### src/rtl/retire_pkg.sv
// Shared width helpers and per-slot commit record for the retirement stage.
package retire_pkg;

    localparam int MAX_ID_W = 16;

    function automatic int id_w(input int depth);
        return $clog2(depth);
    endfunction

    function automatic int pr_w(input int phys_regs);
        return $clog2(phys_regs);
    endfunction

    function automatic int br_w(input int branch_depth);
        return $clog2(branch_depth);
    endfunction

    function automatic int cnt_w(input int commit_width);
        return $clog2(commit_width + 1);
    endfunction

    typedef struct packed {
        logic                valid;
        logic [MAX_ID_W-1:0] id;
        logic                uses_rw;
        logic                is_load;
        logic                is_store;
        logic                is_branch;
    } commit_slot_t;

endpackage

### src/rtl/retire_prefix_sel.sv
// Contiguous retire mask: stops at the first ineligible slot, at a second
// store in the same cycle, or at any store while the store buffer stalls.
module retire_prefix_sel #(
    parameter int COMMIT_WIDTH = 2
) (
    input  logic [COMMIT_WIDTH-1:0] elig_i,
    input  logic [COMMIT_WIDTH-1:0] is_store_i,
    input  logic                    store_stall_i,
    output logic [COMMIT_WIDTH-1:0] retire_o
);

    logic run;
    logic store_seen;

    always_comb begin
        retire_o   = '0;
        run        = 1'b1;
        store_seen = 1'b0;
        for (int unsigned k = 0; k < COMMIT_WIDTH; k++) begin
            if (run && elig_i[k] && !(is_store_i[k] && (store_seen || store_stall_i))) begin
                retire_o[k] = 1'b1;
                if (is_store_i[k]) begin
                    store_seen = 1'b1;
                end
            end else begin
                run = 1'b0;
            end
        end
    end

endmodule

### src/rtl/retire_unit.sv
// In-order multi-slot retirement from the active-list head, with writeback
// bypass, store back-pressure, squash recovery and reclaim compaction.
module retire_unit
    import retire_pkg::*;
#(
    parameter  int DEPTH        = 32,
    parameter  int PHYS_REGS    = 64,
    parameter  int COMMIT_WIDTH = 2,
    parameter  int WB_PORTS     = 2,
    parameter  int BRANCH_DEPTH = 8,
    localparam int ID_W         = id_w(DEPTH),
    localparam int PR_W         = pr_w(PHYS_REGS),
    localparam int BR_W         = br_w(BRANCH_DEPTH),
    localparam int CNT_W        = cnt_w(COMMIT_WIDTH)
) (
    input  logic                                clk,
    input  logic                                rst_n,
    input  logic [WB_PORTS-1:0]                 wb_valid,
    input  logic [WB_PORTS-1:0][ID_W-1:0]       wb_id,
    input  logic [COMMIT_WIDTH-1:0]             alloc_valid,
    input  logic [COMMIT_WIDTH-1:0][ID_W-1:0]   alloc_id,
    input  logic                                squash_valid,
    input  logic [DEPTH-1:0]                    squash_mask,
    input  logic                                store_stall,
    input  logic [DEPTH-1:0]                    al_uses_rw,
    input  logic [DEPTH-1:0]                    al_is_load,
    input  logic [DEPTH-1:0]                    al_is_store,
    input  logic [DEPTH-1:0]                    al_is_branch,
    input  logic [DEPTH-1:0][PR_W-1:0]          al_reclaim_reg,
    output logic [COMMIT_WIDTH-1:0]             commit_valid,
    output logic [COMMIT_WIDTH-1:0][ID_W-1:0]   commit_id,
    output logic [COMMIT_WIDTH-1:0]             reclaim_valid,
    output logic [COMMIT_WIDTH-1:0][PR_W-1:0]   reclaim_reg,
    output logic [CNT_W-1:0]                    load_done_cnt,
    output logic [CNT_W-1:0]                    branch_done_cnt,
    output logic                                store_done,
    output logic [ID_W-1:0]                     oldest_ptr,
    output logic [PR_W-1:0]                     free_tail_ptr,
    output logic [BR_W-1:0]                     branch_rd_ptr,
    output logic [DEPTH-1:0]                    entry_free
);

    logic [DEPTH-1:0] ready_q, ready_d;
    logic [DEPTH-1:0] free_q, free_d;
    logic [ID_W-1:0]  oldest_q, oldest_d;
    logic [PR_W-1:0]  free_tail_q, free_tail_d;
    logic [BR_W-1:0]  br_rd_q, br_rd_d;

    logic [COMMIT_WIDTH-1:0][ID_W-1:0] idx_s;
    logic [COMMIT_WIDTH-1:0]           wb_hit;
    logic [COMMIT_WIDTH-1:0]           elig;
    logic [COMMIT_WIDTH-1:0]           slot_st;
    logic [COMMIT_WIDTH-1:0]           retire_mask;
    commit_slot_t [COMMIT_WIDTH-1:0]   slot;
    logic [CNT_W-1:0]                  ret_cnt;
    logic [CNT_W-1:0]                  rcl_cnt;
    logic                              unused_slot_bits;

    // Writeback this cycle counts as ready so it can retire immediately.
    always_comb begin
        idx_s   = '0;
        wb_hit  = '0;
        elig    = '0;
        slot_st = '0;
        for (int unsigned k = 0; k < COMMIT_WIDTH; k++) begin
            idx_s[k] = oldest_q + ID_W'(k);
            for (int unsigned p = 0; p < WB_PORTS; p++) begin
                if (wb_valid[p] && (wb_id[p] == idx_s[k])) begin
                    wb_hit[k] = 1'b1;
                end
            end
            slot_st[k] = al_is_store[idx_s[k]];
            elig[k]    = rst_n && !squash_valid && !free_q[idx_s[k]]
                         && (ready_q[idx_s[k]] || wb_hit[k]);
        end
    end

    retire_prefix_sel #(
        .COMMIT_WIDTH(COMMIT_WIDTH)
    ) u_prefix (
        .elig_i       (elig),
        .is_store_i   (slot_st),
        .store_stall_i(store_stall),
        .retire_o     (retire_mask)
    );

    // Reclaimed registers are packed into the lowest reclaim slots.
    always_comb begin
        slot            = '0;
        commit_valid    = '0;
        commit_id       = '0;
        reclaim_valid   = '0;
        reclaim_reg     = '0;
        load_done_cnt   = '0;
        branch_done_cnt = '0;
        store_done      = 1'b0;
        ret_cnt         = '0;
        rcl_cnt         = '0;
        for (int unsigned k = 0; k < COMMIT_WIDTH; k++) begin
            slot[k].valid     = retire_mask[k];
            slot[k].id        = MAX_ID_W'(idx_s[k]);
            slot[k].uses_rw   = al_uses_rw[idx_s[k]];
            slot[k].is_load   = al_is_load[idx_s[k]];
            slot[k].is_store  = al_is_store[idx_s[k]];
            slot[k].is_branch = al_is_branch[idx_s[k]];
            commit_valid[k]   = slot[k].valid;
            commit_id[k]      = rst_n ? idx_s[k] : '0;
            if (slot[k].valid) begin
                ret_cnt = ret_cnt + CNT_W'(1);
                if (slot[k].uses_rw) begin
                    reclaim_valid[rcl_cnt] = 1'b1;
                    reclaim_reg[rcl_cnt]   = al_reclaim_reg[idx_s[k]];
                    rcl_cnt                = rcl_cnt + CNT_W'(1);
                end
                if (slot[k].is_load) begin
                    load_done_cnt = load_done_cnt + CNT_W'(1);
                end
                if (slot[k].is_branch) begin
                    branch_done_cnt = branch_done_cnt + CNT_W'(1);
                end
                if (slot[k].is_store) begin
                    store_done = 1'b1;
                end
            end
        end
    end

    always_comb begin
        unused_slot_bits = ^slot;
    end

    // Updates applied lowest priority first: alloc, writeback, retire, squash.
    always_comb begin
        ready_d = ready_q;
        free_d  = free_q;
        for (int unsigned k = 0; k < COMMIT_WIDTH; k++) begin
            if (alloc_valid[k]) begin
                free_d[alloc_id[k]]  = 1'b0;
                ready_d[alloc_id[k]] = 1'b0;
            end
        end
        for (int unsigned p = 0; p < WB_PORTS; p++) begin
            if (wb_valid[p]) begin
                ready_d[wb_id[p]] = 1'b1;
            end
        end
        for (int unsigned k = 0; k < COMMIT_WIDTH; k++) begin
            if (commit_valid[k]) begin
                free_d[idx_s[k]]  = 1'b1;
                ready_d[idx_s[k]] = 1'b0;
            end
        end
        if (squash_valid) begin
            free_d  = free_d | squash_mask;
            ready_d = ready_d & ~squash_mask;
        end
        oldest_d    = oldest_q + ID_W'(ret_cnt);
        free_tail_d = free_tail_q + PR_W'(rcl_cnt);
        br_rd_d     = br_rd_q + BR_W'(branch_done_cnt);
    end

    always_ff @(posedge clk) begin
        if (!rst_n) begin
            ready_q     <= '0;
            free_q      <= '1;
            oldest_q    <= '0;
            free_tail_q <= '0;
            br_rd_q     <= '0;
        end else begin
            ready_q     <= ready_d;
            free_q      <= free_d;
            oldest_q    <= oldest_d;
            free_tail_q <= free_tail_d;
            br_rd_q     <= br_rd_d;
        end
    end

    always_comb begin
        oldest_ptr    = oldest_q;
        free_tail_ptr = free_tail_q;
        branch_rd_ptr = br_rd_q;
        entry_free    = free_q;
    end

endmodule
### config.mk
export PLATFORM = sky130hd
export DESIGN_NAME = retire_unit
export DESIGN_NICKNAME = d
export VERILOG_FILES = /design/src/rtl/retire_pkg.sv /design/src/rtl/retire_prefix_sel.sv /design/src/rtl/retire_unit.sv
export SDC_FILE = /design/constraint.sdc
export NUM_CORES = 1
export LEC_CHECK = 0
export CAP_MARGIN = 20
export CELL_PAD_IN_SITES_DETAIL_PLACEMENT = 0
export CELL_PAD_IN_SITES_GLOBAL_PLACEMENT = 1
export CORE_MARGIN = 5
export CORE_UTILIZATION = 33
export CTS_CLUSTER_SIZE = 8
export DETAILED_ROUTE_END_ITERATION = 6
export HOLD_SLACK_MARGIN = 0.15
export PLACE_DENSITY_LB_ADDON = 0.1
export SYNTH_ARGS = -nofsm -noshare
export SYNTH_HDL_FRONTEND = slang
export SYNTH_HIERARCHICAL = 1
export SYNTH_SLANG_ARGS = --single-unit
### constraint.sdc
create_clock -name clk -period 7.3 [get_ports clk]
set_input_delay 1.095 -clock clk [delete_from_list [all_inputs] [get_ports clk]]
set_output_delay 1.095 -clock clk [all_outputs]
set_load 0.01 [all_outputs]
=== After elaboration in Yosys (flattened, before gate mapping) ===
Cells that the tools add are included.

* Bits in registers: 78
* Bits of input ports: 380
* Logic and storage cells: 170

* Add/subtract/negate cells: 8
* Order comparisons: 14
* Eq/ne operators: 4
* Muxes and demuxes: 92
* Bitwise logic cells: 18
* Reduce and logical (&&, ||, !) cells: 29

{| class="wikitable"
|+ Operators by type and width
! kind !! number
|-
| 32-bit two-way mux || 12
|-
| 32-bit bitwise AND || 7
|-
| 32-bit inverter || 5
|-
| 32-bit OR || 5
|-
| 1-bit binary-select mux with 5-bit select || 12
|-
| 6-bit binary-select mux with 5-bit select || 2
|-
| 1-bit two-way mux || 39
|-
| 5-bit by 6-bit < comparator with 1-bit output, second input constant || 6
|-
| 1-bit demux with 5-bit select || 6
|-
| 5-bit by 1-bit greater-or-equal comparator with 1-bit output, second input constant || 6
|-
| 6-bit two-way mux || 5
|-
| 12-bit two-way mux || 2
|-
| 1-bit logical AND || 21
|-
| 5-bit equality test || 4
|-
| 2-bit two-way mux || 9
|-
| 12-bit bitwise mux || 1
|-
| 5-bit two-way mux || 2
|-
| 2-bit by 1-bit adder with 2-bit output, second input constant || 4
|-
| 6-bit by 2-bit adder with 6-bit output || 1
|-
| 6-bit demux with 1-bit select || 1
|-
| 5-bit by 1-bit adder with 5-bit output, second input constant || 1
|-
| 5-bit by 2-bit adder with 5-bit output || 1
|-
| 1-bit zero test || 5
|-
| 3-bit by 2-bit adder with 3-bit output || 1
|-
| other kinds (5) || 7
|}

=== Logic depth before layout (Yosys ltp) ===
Gate-level depths: netlist (run 1).

* Word-level depth: 19
* Gate-level depth with buffers: 28
* Depth with buffers taken out: 18

=== Hierarchy ===
Netlist (run 1), hierarchy kept.

{| class="wikitable"
|+ By module, submodules not included
! module !! instances !! cells each !! area an instance (um2) !! seq. area each (um2)
|-
| retire_unit || 1 || 1014 || 10955.5 || 1561.5
|-
| retire_prefix_sel || 1 || 4 || 28.8 || 0.0
|}

=== Least setup slack after synthesis (run 1) ===
Ideal clock, no wire load.

* Path type: register to output
* From: register oldest_q[0] (netlist: oldest_ptr[0])
* To: output reclaim_reg[0] (netlist name)
* Arrival time: 4835 ps
* Setup slack: 1370 ps
* Stages on the path, launching flop included: 22
* Path through: dfxtp_1 > buf_6 > buf_6 > buf_6 > buf_6 > buf_2 > inv_1 > ha_1 > buf_6 > buf_8 > buf_4 > buf_4 > mux4_2 > a221o_1 > a221o_1 > a211oi_2 > nand2_1 > nor2_2 > clkbuf_1 > clkbuf_1 > o311ai_1 > mux2i_1

{| class="wikitable"
|+ RTL lines
! what !! line !! text
|-
| start, declared || retire_unit.sv:45 || <nowiki>logic [ID_W-1:0] oldest_q, oldest_d;</nowiki>
|-
| start signal, assigned || retire_unit.sv:172 || <nowiki>oldest_q <= oldest_d;</nowiki>
|-
| end, declared || retire_unit.sv:33 || <nowiki>output logic [COMMIT_WIDTH-1:0][PR_W-1:0] reclaim_reg,</nowiki>
|}

=== Final worst setup path (run 1) ===
* From: register oldest_q[0] (netlist: oldest_ptr[0])
* To: output branch_done_cnt[0]

* Elaborated cells on any way between the ends: 54
* Those cells by class: add/sub (2); eq/ne (4); mux (28); reduce/logical (20)

{| class="wikitable"
|+ RTL lines
! what !! line !! text
|-
| 5-bit by 1-bit adder with 5-bit output * || retire_unit.sv:66 || <nowiki>idx_s[k] = oldest_q + ID_W'(k);</nowiki>
|-
| branches (longest 5 deep; another with 1-bit binary-select mux with 5-bit select) || -- ||
|-
| 1-bit logical AND * || retire_unit.sv:74 || <nowiki>&& (ready_q[idx_s[k]] || wb_hit[k]);</nowiki>
|-
| net elig[1] || retire_unit.sv:51 || <nowiki>logic [COMMIT_WIDTH-1:0] elig;</nowiki>
|-
| 1-bit logical AND * (2 in a row) || retire_prefix_sel.sv:20 || <nowiki>if (run && elig_i[k] && !(is_store_i[k] && (store_seen || store_stall_i))) begin</nowiki>
|-
| 1-bit two-way mux * || retire_prefix_sel.sv:20 ||
|-
| 2-bit two-way mux * || retire_unit.sv:108 || <nowiki>if (slot[k].valid) begin</nowiki>
|-
| end, declared || retire_unit.sv:35 || <nowiki>output logic [CNT_W-1:0] branch_done_cnt,</nowiki>
|}

Mark *: on every way through the listed nets, which the timed path passes. The select of a mux whose other input is x is not followed.

==> results.md, run 1 <==
Detailed routing:
- The routed layout has 12100 vias.
- Using the TritonRoute via totals, the vias-per-cell ratio works out to 6.49.
- After detailed routing, the average wire length per cell comes to 32.4 um.
- The total iterations of the first detailed-routing run is 7.
- Routed signal wires occupy layers up through met5.
- The final wirelength is 60600 um.
- After detailed routing, the wire length on met1 is 22700 um.
- Detailed routing placed a total of 30400 um of wire on met2.
- In this run the remaining antenna-violating nets after routing total 0.
- Wire segments on met3 add up to 5870 um in the final route.
- The number of DRC violations after detailed routing is 0.
- For this block, the initial DRC count from the detailed router was 1545.

Power:
- The total internal power is 0.000981 W.
- For this design the total switching power over the nets is 0.000379 W.
- Of the total power, the share spent switching nets is 27.9%.
- The combinational power share is 32.8%.
- Registers are responsible for 32.1% of the overall power.
- Summing internal, switching and leakage power gives 0.00136 W.
- Dividing total power by cell area gives a power density of 84.3 nW/um2.
- The analysis attributes to cell leakage a power of 5.04 nW.
- The clock network power share is 35.1%.
- IR analysis of the VDD net gives a maximum drop of 0.000100 V.

Clock tree:
- Buffers added to address setup during post-CTS repair amount to 0.
- The total clock buffers created by CTS is 9.
- For the worst-skew pair, the clock arrives at the later sink with an insertion delay of 0.36 ns.
- The CTS tree is done.
- CTS built an H-tree with a depth of 3.
- The maximum clock path buffer count is 2.
- The total of hold buffers inserted after clock tree synthesis is 0.
- The clock drives 78 sinks.
- Clock-pin slew was measured on the worst setup and hold paths at 0.07 ns.
- Gates resized during post-CTS repair numbered 0.
- The buffer cell driving the clock tree root is sky130_fd_sc_hd__clkbuf_16.

Min path:
- Counting instances, the worst hold path has a depth of 2.
- The hold-critical path endpoint is entry_free[4]$_SDFF_PN1_.
- The startpoint of the worst hold path is entry_free[4]$_SDFF_PN1_.
- The class of the tightest hold or removal check is reg2reg.

Setup path:
- STA classifies the critical path startpoint as a flip-flop.
- The largest driver fanout on the critical path is 96.
- The path depth of the worst reg2reg path is 17.
- The critical path class is reg2out.
- The worst register-to-register path begins at oldest_ptr[0]$_SDFF_PN0_.
- At the worst endpoint, the arrival time is 5.17 ns.
- The critical path capture point type is a primary output.
- The worst register-to-register path ends at oldest_ptr[4]$_SDFF_PN0_.
- The setup slack of the most critical reg-to-reg path is 1.93 ns.
- The data required time at the worst endpoint is 6.20 ns.

STA:
- Measured against its own limit, the worst slew margin works out to 32.3%.
- The worst setup skew after layout is 0.0150 ns.
- The number of failing hold endpoints at the final stage was 0.
- Setup violations remaining at the end of the flow were counted as 0.
- The max-slew violation total from the final report is 0.
- For the pin with the worst max-slew slack, the measured transition is 1.01 ns.
- The ratio of final minimum period to clock period is 85.8%.
- The maximum achievable frequency is 160 MHz.
- In the final timing run, aggregate negative setup slack is 0 ns.
- The final period demand of the worst path is 6.26 ns.
- Setup repair after global routing left no endpoint under its margin.
- The tightest hold margin is 0.494 ns.

Synthesis:
- The mean cell area of the mapped netlist is 10.8 um2.
- When the netlist entered floorplanning its net count stood at 1415.
- For this run, the leading register cell type out of synthesis is sky130_fd_sc_hd__dfxtp_1.
- The fraction of registers with async set/reset is 0%.
- Synthesis inferred 78 register bits.
- The number of different library cells used by synthesis comes to 68.
- The number of standard cells after synthesis is 1018.
- During synthesis, Yosys emitted a total of 6 warnings.
- Summing every instance area after synthesis gives 11000 um2.
- The sequential cell area fraction in the yosys report is 14.2%.
- The number of enable-type register cells in the synthesized netlist is 0.

Global routing:
- Entering global routing, the biggest net connects 97 pins.
- The initial antenna violation count came to 16.
- The via count of the first global-routing pass is 12100.
- For this run the aggregate overflow at the end of global routing stands at 0.
- The global-route wire length before repair is 84400 um.
- Global routing used 30.9% of the available tracks across all layers.

Flow run:
- The max-capacitance violation count is 0.

Floorplan:
- The die is 192 um tall.
- The floorplan has 66 rows.
- The initial utilization of the core area, before any placement, comes to 33.6%.
- In this run the count of I/O pins placed on the die edge is 457.
- The die covers 37000 um2.
- After floorplanning, the core was sized to cover 32700 um2.
- The horizontal die dimension is 192 um.

Placed design:
- The half-perimeter wire length after detailed placement is 48000 um.
- Once placement completed, the tool counted placed cells totaling 1839.
- The final weighted congestion in routability-driven placement is 0.902.
- The count of buffers inserted at the top-level ports is 456.

Finish:
- The post-synthesis to final-layout area growth is 46.8%.
- After the flow finishes, the layout carries non-filler instances totaling 1869.
- In the final layout, the multi-input gates occupy 8820 um2.
- The share of post-route cells with drive strength above 1 is 19.0%.
- Counting the fill cells in the layout gives 3013.
- The register cell area after layout is 1570 um2.
- The net count of the finished layout is 1805.
- Once layout is complete, the utilization of the core stands at 49.3%.

Run status:
- The flow ran to the end, and the final reports show no timing, DRC or antenna violations.
placed cells by master (no fill, tap or decap), types with 9 or more instances in the layout:
cell	n
sky130_fd_sc_hd__ha_1	13
sky130_fd_sc_hd__a222oi_1	32
sky130_fd_sc_hd__mux4_2	190
sky130_fd_sc_hd__nor3_1	9
sky130_fd_sc_hd__nand3_1	12
sky130_fd_sc_hd__o211ai_1	31
sky130_fd_sc_hd__a22oi_1	60
sky130_fd_sc_hd__clkdlybuf4s50_1	455
sky130_fd_sc_hd__a221o_1	27
sky130_fd_sc_hd__mux2i_1	24
sky130_fd_sc_hd__nor3b_1	15
sky130_fd_sc_hd__and3b_1	10
sky130_fd_sc_hd__a21oi_1	13
sky130_fd_sc_hd__dfxtp_1	75
sky130_fd_sc_hd__nand2_1	121
sky130_fd_sc_hd__o22ai_1	10
sky130_fd_sc_hd__nor2b_1	13
sky130_fd_sc_hd__xnor2_1	17
sky130_fd_sc_hd__diode_2	14
sky130_fd_sc_hd__and3_1	16
sky130_fd_sc_hd__mux2_2	10
sky130_fd_sc_hd__a32oi_1	11
sky130_fd_sc_hd__nor2_1	40
sky130_fd_sc_hd__clkbuf_16	9
sky130_fd_sc_hd__a211oi_1	26
sky130_fd_sc_hd__buf_4	29
sky130_fd_sc_hd__a31oi_1	9
sky130_fd_sc_hd__and2_1	25
cell type report:
cell class | instances | area share, %
inverters | 8 | 0.186
flip-flops and latches | 78 | 9.74
repair buffers | 488 | 29.9
clock buffers | 10 | 1.42
clock inverters | 6 | 0.434
multi-input cells | 823 | 54.7
diodes | 14 | 0.217
well taps | 442 | 3.43
per-layer routing:
metal | vias up | track usage [%]
met5 | - | 0
met4 | 6 | 9.82
met3 | 93 | 7.15
met2 | 748 | 52.6
met1 | 6167 | 38.9
li1 | 5112 | -
registers in the layout, summed over array words and instances (netlist names):
register and cells:
branch_rd_ptr 3, entry_free 32, free_tail_ptr 6, oldest_ptr 5, ready_q 32
synth_stat cells (11+ instances only):
cell | n | share of area [%]
sky130_fd_sc_hd__mux4_2 | 190 | 39
sky130_fd_sc_hd__a21oi_1 | 13 | 0.59
sky130_fd_sc_hd__mux2i_1 | 24 | 2.2
sky130_fd_sc_hd__buf_4 | 13 | 0.89
sky130_fd_sc_hd__xnor2_1 | 18 | 1.4
sky130_fd_sc_hd__nor3b_1 | 16 | 1.1
sky130_fd_sc_hd__a32oi_1 | 11 | 0.88
sky130_fd_sc_hd__and2_1 | 25 | 1.4
sky130_fd_sc_hd__buf_2 | 28 | 1.3
sky130_fd_sc_hd__clkbuf_1 | 41 | 1.4
sky130_fd_sc_hd__ha_1 | 14 | 1.6
sky130_fd_sc_hd__nor2_1 | 40 | 1.4
sky130_fd_sc_hd__and3_1 | 16 | 0.91
sky130_fd_sc_hd__nand2_1 | 121 | 4.1
sky130_fd_sc_hd__buf_6 | 15 | 1.5
sky130_fd_sc_hd__nor2b_1 | 14 | 0.80
sky130_fd_sc_hd__a211oi_1 | 26 | 1.8
sky130_fd_sc_hd__a221o_1 | 27 | 2.5
sky130_fd_sc_hd__o211ai_1 | 31 | 2.1
sky130_fd_sc_hd__a22oi_1 | 60 | 4.1
sky130_fd_sc_hd__nand3_1 | 12 | 0.55
sky130_fd_sc_hd__a222oi_1 | 32 | 2.9
sky130_fd_sc_hd__dfxtp_1 | 78 | 14
per-stage QoR:
step           area [um2]  worst slack (ns)
3_5_place_dp        15800              1.37
2_1_floorplan       11000              1.37
5_1_grt             16100             0.853
6_report            16100              1.04
3_3_place_gp        15800              1.39
4_1_cts             16100              1.09
power by group through the flow:
stage	Sequential (W)	Combinational, W	Clock [W]
after global placement	0.000446	0.000433	0
after floorplan	0.000446	0.000149	0
after detailed placement	0.000446	0.000437	0
after global routing	0.000437	0.000466	0.000494
after CTS	0.000437	0.000441	0.000480
final	0.000437	0.000446	0.000477
critical path, cell delays in order (launching register included):
cell                              delay, ns
sky130_fd_sc_hd__dfxtp_4               0.48
sky130_fd_sc_hd__buf_12                0.42
sky130_fd_sc_hd__and3_1                0.47
sky130_fd_sc_hd__xor2_2                0.21
sky130_fd_sc_hd__buf_4                 0.22
sky130_fd_sc_hd__nor2_1                0.11
sky130_fd_sc_hd__a221o_1               0.39
sky130_fd_sc_hd__a221o_1               0.37
sky130_fd_sc_hd__a211oi_2              0.31
sky130_fd_sc_hd__nand2_1               0.10
sky130_fd_sc_hd__nor2_2                0.45
sky130_fd_sc_hd__buf_4                 0.28
sky130_fd_sc_hd__mux2_2                0.36
sky130_fd_sc_hd__clkdlybuf4s50_1       0.49
kinds of logic after synthesis:
logic type | synth area share [%]
AOI/OAI and AO/OA | 19.2
adders and majority gates | 2.24
and+or+nand+nor | 13.2
muxes | 42.4
xor gates and xnor gates | 2.77
buffers and inverters | 5.99
DFF | 14.2
worst max path at each step:
stage | endpoint | startpoint | slack, ns | cells after the start
after floorplan | reclaim_reg[0] | oldest_ptr[0]$_SDFF_PN0_ | 1.37 | 21
after global placement | branch_done_cnt[0] | al_is_store[7] | 1.39 | 9
after CTS | branch_done_cnt[0] | oldest_ptr[0]$_SDFF_PN0_ | 1.09 | 13
after detailed placement | branch_done_cnt[0] | al_is_store[7] | 1.37 | 9
final | branch_done_cnt[0] | oldest_ptr[0]$_SDFF_PN0_ | 1.04 | 13
after global routing | reclaim_reg[2] | oldest_ptr[0]$_SDFF_PN0_ | 0.85 | 14
Power figures use the tool's default switching activity.
==> run 2, diff against run 1 <==
--- a/config.mk
+++ b/config.mk
@@ -13,8 +13,9 @@
 export CTS_CLUSTER_SIZE = 8
 export DETAILED_ROUTE_END_ITERATION = 6
 export HOLD_SLACK_MARGIN = 0.15
-export PLACE_DENSITY_LB_ADDON = 0.1
+export PLACE_DENSITY = 0.85
 export SYNTH_ARGS = -nofsm -noshare
 export SYNTH_HDL_FRONTEND = slang
 export SYNTH_HIERARCHICAL = 1
 export SYNTH_SLANG_ARGS = --single-unit
+export TNS_END_PERCENT = 50
==> run 2 against run 1 <==
Effect of this change: die area is the same; register-to-register slack lost 0.37 ns; combinational power is essentially flat; flip-flop and latch count is the same; maximum frequency shrank 7.1%; critical path depth shrank 2; highest routed layer unchanged.
==> results.md, run 2 (synthesis results as in run 1) <==
Global routing:
- The overflow left after global routing is 0 (unchanged).
- The global routing usage summed across all routing layers is 29.9% (was 30.9%).
- The via count of the first global-routing pass is 12400 (was 12100).
- The initial antenna violation count is 6 (was 16).
- The maximum number of pins on one net before global-route repair is 125 (was 97).
- The global-route wire length before repair is 82700 um (was 84400 um).

STA:
- The final period demand of the worst path is 6.74 ns (was 6.26 ns).
- The max-slew violation total from the final report is 0 (unchanged).
- The worst slew margin relative to its limit is 17.6% (was 32.3%).
- The setup-violating endpoint count in the final report is 0 (unchanged).
- Setup repair after global routing missed its margin: false (unchanged).
- The transition time at the pin with the least slew margin is 1.23 ns (was 1.01 ns).
- The total negative slack for setup checks came to 0 ns (unchanged).
- The number of failing hold endpoints at the final stage is 0 (unchanged).
- The ratio of final minimum period to clock period came to 92.3% (was 85.8%).
- The tightest hold margin was 0.507 ns (was 0.494 ns).
- The final setup slack of the worst path was 0.559 ns (was 1.04 ns).
- The maximum achievable frequency is 148 MHz (was 160 MHz).
- The worst setup skew after layout is 0.0127 ns (was 0.0150 ns).

Floorplan:
- The I/O pin count is 457 (unchanged).
- The floorplan die area came to 37000 um2 (unchanged).
- The count of standard-cell rows is 66 (unchanged).
- The floorplan core area is 32700 um2 (unchanged).
- The initial standard-cell utilization of the core is 33.6% (unchanged).
- The vertical die dimension is 192 um (unchanged).
- The horizontal die dimension is 192 um (unchanged).

Min path:
- The class of the tightest hold or removal check is reg2reg (unchanged).

Detailed routing:
- The final routed wire length divided by cell count is 31.8 um (was 32.4 um).
- The number of violations reported at the end of detailed-routing iteration 0 was 1883 (was 1545).
- The via count was 12400 (was 12100).
- The average vias per placed instance is 6.67 (was 6.49).
- The number of nets with antenna violations after detailed routing is 0 (unchanged).
- The final wirelength is 59200 um (was 60600 um).
- The number of DRC violations after detailed routing came to 0 (unchanged).
- The total iterations of the first detailed-routing run is 6 (was 7).

Setup path:
- The startpoint type of the worst setup path was a flip-flop (unchanged).
- The largest driver fanout on the critical path is 29 (was 96).
- The arrival time at the worst endpoint came to 5.65 ns (was 5.17 ns).
- The data required time at the worst endpoint is 6.20 ns (about the same).
- The critical path capture point type is a primary output (unchanged).
- The critical path class was reg2out (unchanged).

Power:
- The highest ir drop seen on vdd is 0.000102 V (was 0.000100 V).
- The total power density per cell area is 84.4 nW/um2 (was 84.3 nW/um2).
- The static leakage is 5.02 nW (was 5.04 nW).
- The total power after layout is 0.00136 W (about the same).

Clock tree:
- The clock latency on the worst-skew pair came to 0.36 ns (about the same).
- The maximum clock path buffer count is 2 (unchanged).
- The buffer cell driving the clock tree root is sky130_fd_sc_hd__clkbuf_16 (unchanged).
- The total clock buffers created by CTS is 9 (unchanged).
- The total of hold buffers inserted after clock tree synthesis is 0 (unchanged).
- The CTS tree is done (unchanged).
- The clock input transition at the sequential cells of the worst setup and hold paths is 0.07 ns (about the same).
- The H-tree depth is 3 (unchanged).
- The buffers inserted during post-CTS setup optimization is 0 (unchanged).
- The number of clock sinks seen by CTS is 78 (unchanged).
- The post-cts resize count was 0 (unchanged).

Placed design:
- The final weighted congestion in routability-driven placement is 0.996 (was 0.902).
- The count of buffers inserted at the top-level ports is 456 (unchanged).
- The post-place setup slack is 0.977 ns (was 1.37 ns).
- The half-perimeter wire length after detailed placement is 46500 um (was 48000 um).

Finish:
- The number of nets in the layout is 1801 (was 1805).
- The post-synthesis to final-layout area growth came to 46.3% (was 46.8%).
- The leading cell type in the layout, fill and taps excluded is sky130_fd_sc_hd__clkdlybuf4s50_1 (unchanged).
- Most frequent cells in the layout: sky130_fd_sc_hd__clkdlybuf4s50_1, sky130_fd_sc_hd__mux4_2, sky130_fd_sc_hd__nand2_1 (unchanged).
- The share of post-route cells with drive strength above 1 is 18.9% (was 19.0%).

Run status:
- Run status: finished clean (unchanged).

Flow run:
- The max-capacitance violation count is 0 (unchanged).
-- run 2: cell count changes in the layout (fill, tap and decap cells not counted) --
| cell | previous run | this run |
|---|---|---|
| sky130_fd_sc_hd__inv_6 | 2 | 3 |
| sky130_fd_sc_hd__nor3b_2 | 1 | 2 |
| sky130_fd_sc_hd__bufinv_16 | 1 | 0 |
| sky130_fd_sc_hd__buf_2 | 2 | 1 |
| sky130_fd_sc_hd__clkinvlp_4 | 3 | 1 |
| sky130_fd_sc_hd__inv_8 | 0 | 2 |
| sky130_fd_sc_hd__buf_12 | 2 | 1 |
| sky130_fd_sc_hd__clkinv_8 | 0 | 1 |
| sky130_fd_sc_hd__nor3b_1 | 15 | 14 |
| sky130_fd_sc_hd__clkbuf_1 | 1 | 0 |
| sky130_fd_sc_hd__diode_2 | 14 | 7 |
| sky130_fd_sc_hd__buf_4 | 29 | 27 |
-- run 2: critical path, stage by stage, from the launching register on --
cell and delay, ns:
sky130_fd_sc_hd__dfxtp_4 0.64, sky130_fd_sc_hd__inv_1 0.20, sky130_fd_sc_hd__ha_4 0.66, sky130_fd_sc_hd__mux4_2 0.64, sky130_fd_sc_hd__mux4_2 0.53, sky130_fd_sc_hd__a221o_1 0.41, sky130_fd_sc_hd__maj3_2 0.33, sky130_fd_sc_hd__nor2_2 0.61
sky130_fd_sc_hd__nand2_2 0.20, sky130_fd_sc_hd__a21oi_1 0.19, sky130_fd_sc_hd__nor2b_1 0.26, sky130_fd_sc_hd__clkdlybuf4s50_1 0.59
-- run 2: cell type report --
cell class / instances / area, um2
Antenna cell: 7 / 17.5
Clock buffer: 9 / 225
Clock inverter: 7 / 72.6
Fill cell: 3005 / 16600
Inverter: 8 / 30.0
Multi-Input combinational cell: 823 / 8820
Sequential cell: 78 / 1570
Tap cell: 442 / 553
Timing Repair Buffer: 484 / 4780
-- run 2: path summary, 6_finish.rpt --
check / slack, ns / cells after the start / to / start
setup / recovery: 0.56 / 11 / reclaim_reg[8] / oldest_ptr[0]$_SDFF_PN0_
hold / removal: 0.51 / 2 / entry_free[19]$_SDFF_PN1_ / entry_free[19]$_SDFF_PN1_
setup reg to reg: 1.56 / 14 / oldest_ptr[4]$_SDFF_PN0_ / oldest_ptr[0]$_SDFF_PN0_
hold reg to reg: 0.51 / 2 / entry_free[19]$_SDFF_PN1_ / entry_free[19]$_SDFF_PN1_
-- run 2: through the flow --
step | std cells | util [%] | cell area (um2)
after floorplan | 1018 | - | 11000
after global placement | 1835 | 48.2 | 15800
after detailed placement | 1835 | 48.2 | 15800
after CTS | 1851 | 49.1 | 16100
after global routing | 1856 | 49.1 | 16100
final | 1858 | 49.2 | 16100
-- run 2: power breakdown --
group          switching [W]  leakage, nW  total [W]  internal, W
clock               0.000230        0.144   0.000473     0.000243
combinational       0.000163         4.24   0.000446     0.000283
sequential        0.00000779        0.633   0.000438     0.000430
-- run 2: metal layers --
metal	vias up	GRT usage, %	routed length (um)
met5	-	0	13
met4	2	12.5	2790
met3	170	7.45	7050
met2	1018	49.0	28000
met1	6097	37.7	21300
li1	5113	-	-
==> run 3, diff against run 2 <==
--- a/config.mk
+++ b/config.mk
@@ -12,7 +12,7 @@
 export CORE_UTILIZATION = 33
 export CTS_CLUSTER_SIZE = 8
 export DETAILED_ROUTE_END_ITERATION = 6
-export HOLD_SLACK_MARGIN = 0.15
+export HOLD_SLACK_MARGIN = 0.1
 export PLACE_DENSITY = 0.85
 export SYNTH_ARGS = -nofsm -noshare
 export SYNTH_HDL_FRONTEND = slang
==> results of run 3 <==
Final layout, timing and power as in run 2 (identical DEF).
==> patch 1: new RTL, config.mk and constraints of run 1 <==
Register the output `load_done_cnt`, cleared by the reset; this adds one clock of latency there. The other outputs are not delayed to match.
--- a/src/rtl/retire_unit.sv
+++ b/src/rtl/retire_unit.sv
@@ -40,4 +40,6 @@
     output logic [DEPTH-1:0]                    entry_free
 );
+
+    logic [CNT_W-1:0] load_done_cnt_d;
 
     logic [DEPTH-1:0] ready_q, ready_d;
@@ -92,5 +94,5 @@
         reclaim_valid   = '0;
         reclaim_reg     = '0;
-        load_done_cnt   = '0;
+        load_done_cnt_d = '0;
         branch_done_cnt = '0;
         store_done      = 1'b0;
@@ -114,5 +116,5 @@
                 end
                 if (slot[k].is_load) begin
-                    load_done_cnt = load_done_cnt + CNT_W'(1);
+                    load_done_cnt_d = load_done_cnt_d + CNT_W'(1);
                 end
                 if (slot[k].is_branch) begin
@@ -183,3 +185,11 @@
     end
 
+    always_ff @(posedge clk) begin
+        if (!rst_n) begin
+            load_done_cnt <= '0;
+        end else begin
+            load_done_cnt <= load_done_cnt_d;
+        end
+    end
+
 endmodule
Check against the original RTL: not equivalent (a bounded check fails within 4 cycles, from zero or initial values and one cycle with rst_n low).
==> patch 1 against run 1 <==
  * Worst hold slack better by 0.023 ns
  * Critical endpoint is now reclaim_reg[5]
  * Critical path type unchanged
  * Final cell count is 0.48% higher
  * Register-to-register slack worse by 0.25 ns
  * Maximum frequency is 4.7% lower
  * Final area is 0.35% higher
  * Sequential cell count is 2 higher
  * Synthesized area is 0.67% higher
  * Worst setup slack worse by 0.31 ns
  * Power is 5.6% higher
  * Global-route usage is 0.50 points higher
  * First-iteration DRC count is 9.9% lower
  * Routed wire length is 1.8% higher
  * Clock skew is 0.0040 ns lower
  * Sequential share of layout area is 0.21 points higher
==> patch 1: results <==
export IMPL_relSlewSlack=0.2827
export IMPL_synth_area_top_cells="mux4_2 (36%), dfxtp_1 (14%), mux4_1 (4.5%)"
export IMPL_r2r_slack_ns=1.68
export IMPL_fin_skew_ns=0.01099
export IMPL_reg2reg_to="free_tail_ptr[4]"
export IMPL_grt_pass1_wl_um=85560
export IMPL_p_leak_nw=5.063
export IMPL_synth_cells=1011
export IMPL_intPower_mw=1.058
export IMPL_post_drt_wl_per_cell_um=32.84
export IMPL_drtIter0Drc=1392
export IMPL_rr_worst_depth=19
export IMPL_synth_nets=1407
export IMPL_cp_max_fo=53
export IMPL_cp_data_arrival_time_ns=5.48
export IMPL_wirelength_um=61680
export IMPL_grt_max_degree=73
export IMPL_viasPerCell=6.509
export IMPL_placedCellCount=1845
export IMPL_ir_drop_v=0.0001056
export IMPL_r2r_start="oldest_ptr[2]"
export IMPL_drive_above_1_share=0.1826
export IMPL_yosys_top_cells_count="mux4_2 (175), dfxtp_1 (80), nand2_1 (76)"
export IMPL_grt_pass1_vias=12230
export IMPL_grt_usage=0.3136
export IMPL_status="complete, no violations"
-- patch 1: cell type report --
type	instances	area (um^2)
antenna	17	42.54
sequential	80	1610
fill	3151	17100
inverter	16	60.06
tap	448	560.5
clock inverter	7	118.9
timing repair buffer	488	4805
multi-input combinational	813	8763
clock buffer	9	225.2
-- patch 1: critical path, cell delays in order (launching register included) --
cell,delay (ns)
dfxtp_4,0.67
buf_4,0.73
buf_4,0.65
mux4_2,0.43
nor2b_1,0.15
or4_4,0.51
maj3_2,0.33
nor2_2,0.40
nand2_2,0.27
o31ai_1,0.31
clkdlybuf4s50_1,0.59
-- patch 1: how the worst max path moves through the flow --
stage / startpoint / endpoint / depth (start not counted)
3_5_place_dp: wb_id[4] / reclaim_valid[1] / 14
3_3_place_gp: wb_id[1] / reclaim_valid[1] / 14
4_1_cts: oldest_ptr[0] / reclaim_reg[5] / 10
2_1_floorplan: oldest_ptr[1] / reclaim_reg[0] / 21
5_1_grt: oldest_ptr[0] / reclaim_reg[1] / 10
6_report: oldest_ptr[0] / reclaim_reg[5] / 10
-- patch 1: cells by family (layout without fill, tap and decap cells) --
family                   count (synthesis)  in the layout  share of synthesized area
buffers and inverters                  118            520                    0.06642
AO/OA/AOI/OAI                          291            291                     0.2041
flip-flops                              80             80                     0.1448
multiplexers                           217            217                     0.4232
other                                    0             17                          0
AND/OR/NAND/NOR                        260            260                     0.1174
adder cells (fa/ha/maj)                 17             17                    0.02116
XOR/XNOR                                28             28                    0.02286
-- patch 1: power groups by stage --
stage               clock network (mW)  logic (mW)  registers [mW]
floorplan                            0       0.146           0.457
global placement                     0       0.431           0.458
detailed placement                   0       0.434           0.458
CTS                              0.545       0.438           0.448
global route                     0.563       0.466           0.449
finish                           0.544       0.444           0.448
-- patch 1: metal layers --
layer	wire length (um)	global-route usage	vias to the layer above	part of all wire
li1	-	-	5101	-
met1	22600	0.3847	6160	0.37
met2	30230	0.5292	808	0.49
met3	6511	0.08354	138	0.11
met4	2243	0.1217	16	0.036
met5	99	0	-	0.0016
-- patch 1: metrics by stage --
stage / hold WS, ns / area [um^2] / utilization / power (mW) / setup WS [ns]
global placement: 0.5014 / 15800 / 0.4747 / 0.8893 / 1.090
finish: 0.5176 / 16190 / 0.4863 / 1.436 / 0.7299
floorplan: 0.4793 / 11060 / - / 0.6031 / 1.478
detailed placement: 0.5069 / 15800 / 0.4747 / 0.8918 / 1.074
global route: 0.5397 / 16180 / 0.4860 / 1.478 / 0.3329
CTS: 0.5214 / 16140 / 0.4851 / 1.432 / 0.6742
==> patch 2: new RTL, settings of run 1 <==
Made on the original files. The parameter `BRANCH_DEPTH` goes from 8 to 16.
--- a/src/rtl/retire_unit.sv
+++ b/src/rtl/retire_unit.sv
@@ -8,5 +8,5 @@
     parameter  int COMMIT_WIDTH = 2,
     parameter  int WB_PORTS     = 2,
-    parameter  int BRANCH_DEPTH = 8,
+    parameter  int BRANCH_DEPTH = 16,
     localparam int ID_W         = id_w(DEPTH),
     localparam int PR_W         = pr_w(PHYS_REGS),
Interface: changed (resized branch_rd_ptr); port bits go from 457 to 458. No check against the original RTL was run, so the function may have changed too.
==> patch 2 against run 1 <==
  * The run now ends with DRC left
  * Routed wire length rose by 0.64%
  * Final area rose by 0.89%
  * Worst setup slack got worse by 0.27 ns
  * Power rose by 0.67%
  * Synthesized area rose by 1.4%
  * Synthesized cell count rose by 3.7%
  * Via count rose by 1.7%
  * First-iteration DRC count rose by 1.4%
  * Critical path depth fell by 1
  * Sequential cell count rose by 1
  * Largest power group unchanged
==> patch 2: results <==
export IMPL_nets=1838
export IMPL_async_reset_ff_frac=0
export IMPL_status="finished, violations left"
export IMPL_crit_slowest_cell="ha_1"
export IMPL_cp_data_arrival_time_ns=5.43
export IMPL_cp_max_fo=25
export IMPL_synth_area_top_cells="mux4_2 (40%), dfxtp_1 (14%), nand2_1 (4.0%)"
export IMPL_synth_cell_types=66
export IMPL_p_leak_nw=5.151
export IMPL_synth_nets=1454
export IMPL_cpLargestDelayFamily="simple AND/OR/NAND/NOR gates"
export IMPL_grt_pass1_vias=12490
export IMPL_yosys_warnings=6
export IMPL_grt_max_degree=140
export IMPL_ir_drop_v=0.00009426
export IMPL_hp_class="register to register"
export IMPL_relSlewSlack=0.1896
export IMPL_seq_area_frac_synth=0.1420
export IMPL_portBuffers=457
export IMPL_drtIter0Drc=1567
export IMPL_fin_skew_ns=0.01020
export IMPL_wirelength_um=60970
export IMPL_violations="DRC"
export IMPL_grt_usage=0.3083
export IMPL_clkLatencyLatePin_ns=0.35
export IMPL_dp_hpwl_um=48720
export IMPL_grt_antenna_before_repair=15
export IMPL_clk_pin_slew_ns=0.06
export IMPL_grt_pass1_wl_um=86930
export IMPL_final_setup_tns_ns=0
export IMPL_grt_overflow=0
export IMPL_drive_above_1_share=0.1814
export IMPL_drc=2
export IMPL_place_congestion=0.9314
export IMPL_synth_main_ff_cell="dfxtp_1"
export IMPL_cts_resized=0
export IMPL_yosys_top_cells_count="mux4_2 (198), nand2_1 (120), dfxtp_1 (79)"
export IMPL_viasPerCell=6.467
export IMPL_cpPeakStageDelay_ns=0.73
-- patch 2: cell count changes after synthesis, sizes merged, moves of 9 or more --
cell,change
nor2,+16
nand3,+12
a22oi,-11
a21o,+9
a32oi,-9
inv,+9
-- patch 2: worst register-to-register path, cell delays in order, from the launching register on --
cell and delay [ns]:
dfxtp_4 0.64, buf_4 0.64, mux4_2 0.65, mux4_2 0.51, mux2i_1 0.17, nand3_1 0.15
o21ai_1 0.11, nor2_1 0.10, a21boi_2 0.20, o31ai_4 0.24, inv_2 0.31, ha_1 0.32
nand2_1 0.21, inv_1 0.10, ha_1 0.30, a21oi_1 0.17, nor2b_1 0.09, and3_1 0.20
xnor2_1 0.14, nor2b_1 0.06
-- patch 2: path summary, 6_finish.rpt --
path / slack [ns] / cells past startpoint / from / to
worst max-delay path: 0.77 / 12 / oldest_ptr[0] / reclaim_reg[3]
worst min-delay path: 0.51 / 2 / free_tail_ptr[4] / free_tail_ptr[4]
worst max register to register: 1.90 / 19 / oldest_ptr[0] / free_tail_ptr[5]
worst min register to register: 0.51 / 2 / free_tail_ptr[4] / free_tail_ptr[4]
-- patch 2: stage by stage --
stage          std cells  power (mW)  area, um^2  hold slack (ns)  worst slack, ns
6_report            1906       1.370       16270           0.5096           0.7713
5_1_grt             1906       1.407       16270           0.5497           0.4255
4_1_cts             1892       1.363       16240           0.5200           0.7403
3_5_place_dp        1877      0.8949       15940           0.5058            1.159
3_3_place_gp        1877      0.8907       15940           0.4906            1.244
2_1_floorplan       1056      0.6005       11140           0.4770           0.7987
-- patch 2: cell families after synthesis --
group,share of synthesized area
fa+ha+maj,0.02326
flops,0.1420
mux,0.4290
simple gates,0.1391
compound gates,0.1822
buf+inv,0.05843
xor+xnor,0.02596
-- patch 2: routing by layer --
metal  part of all wire  wire length, um  track usage  vias to the layer above
li1                   -                -            -                     5177
met1               0.38            23230       0.3934                     6203
met2               0.46            28090       0.4782                      820
met3               0.12             7394       0.1175                      125
met4              0.037             2246       0.1146                        2
met5            0.00021               13            0                        -
-- patch 2: area by class of cell --
cell class                      instances  area, um^2
Antenna cell                           14       35.03
Clock inverter                          2       38.79
Multi-Input combinational cell        851        8951
Sequential cell                        79        1593
Fill cell                            3129       17180
Tap cell                              448       560.5
Timing Repair Buffer                  482        4770
Clock buffer                           13       261.5
Inverter                               17       63.81
-- patch 2: power breakdown --
group	internal, mW	leakage (nW)	switching [mW]
Clock	0.285	0.145	0.190
Combinational	0.283	4.36	0.168
Sequential	0.436	0.642	0.00684
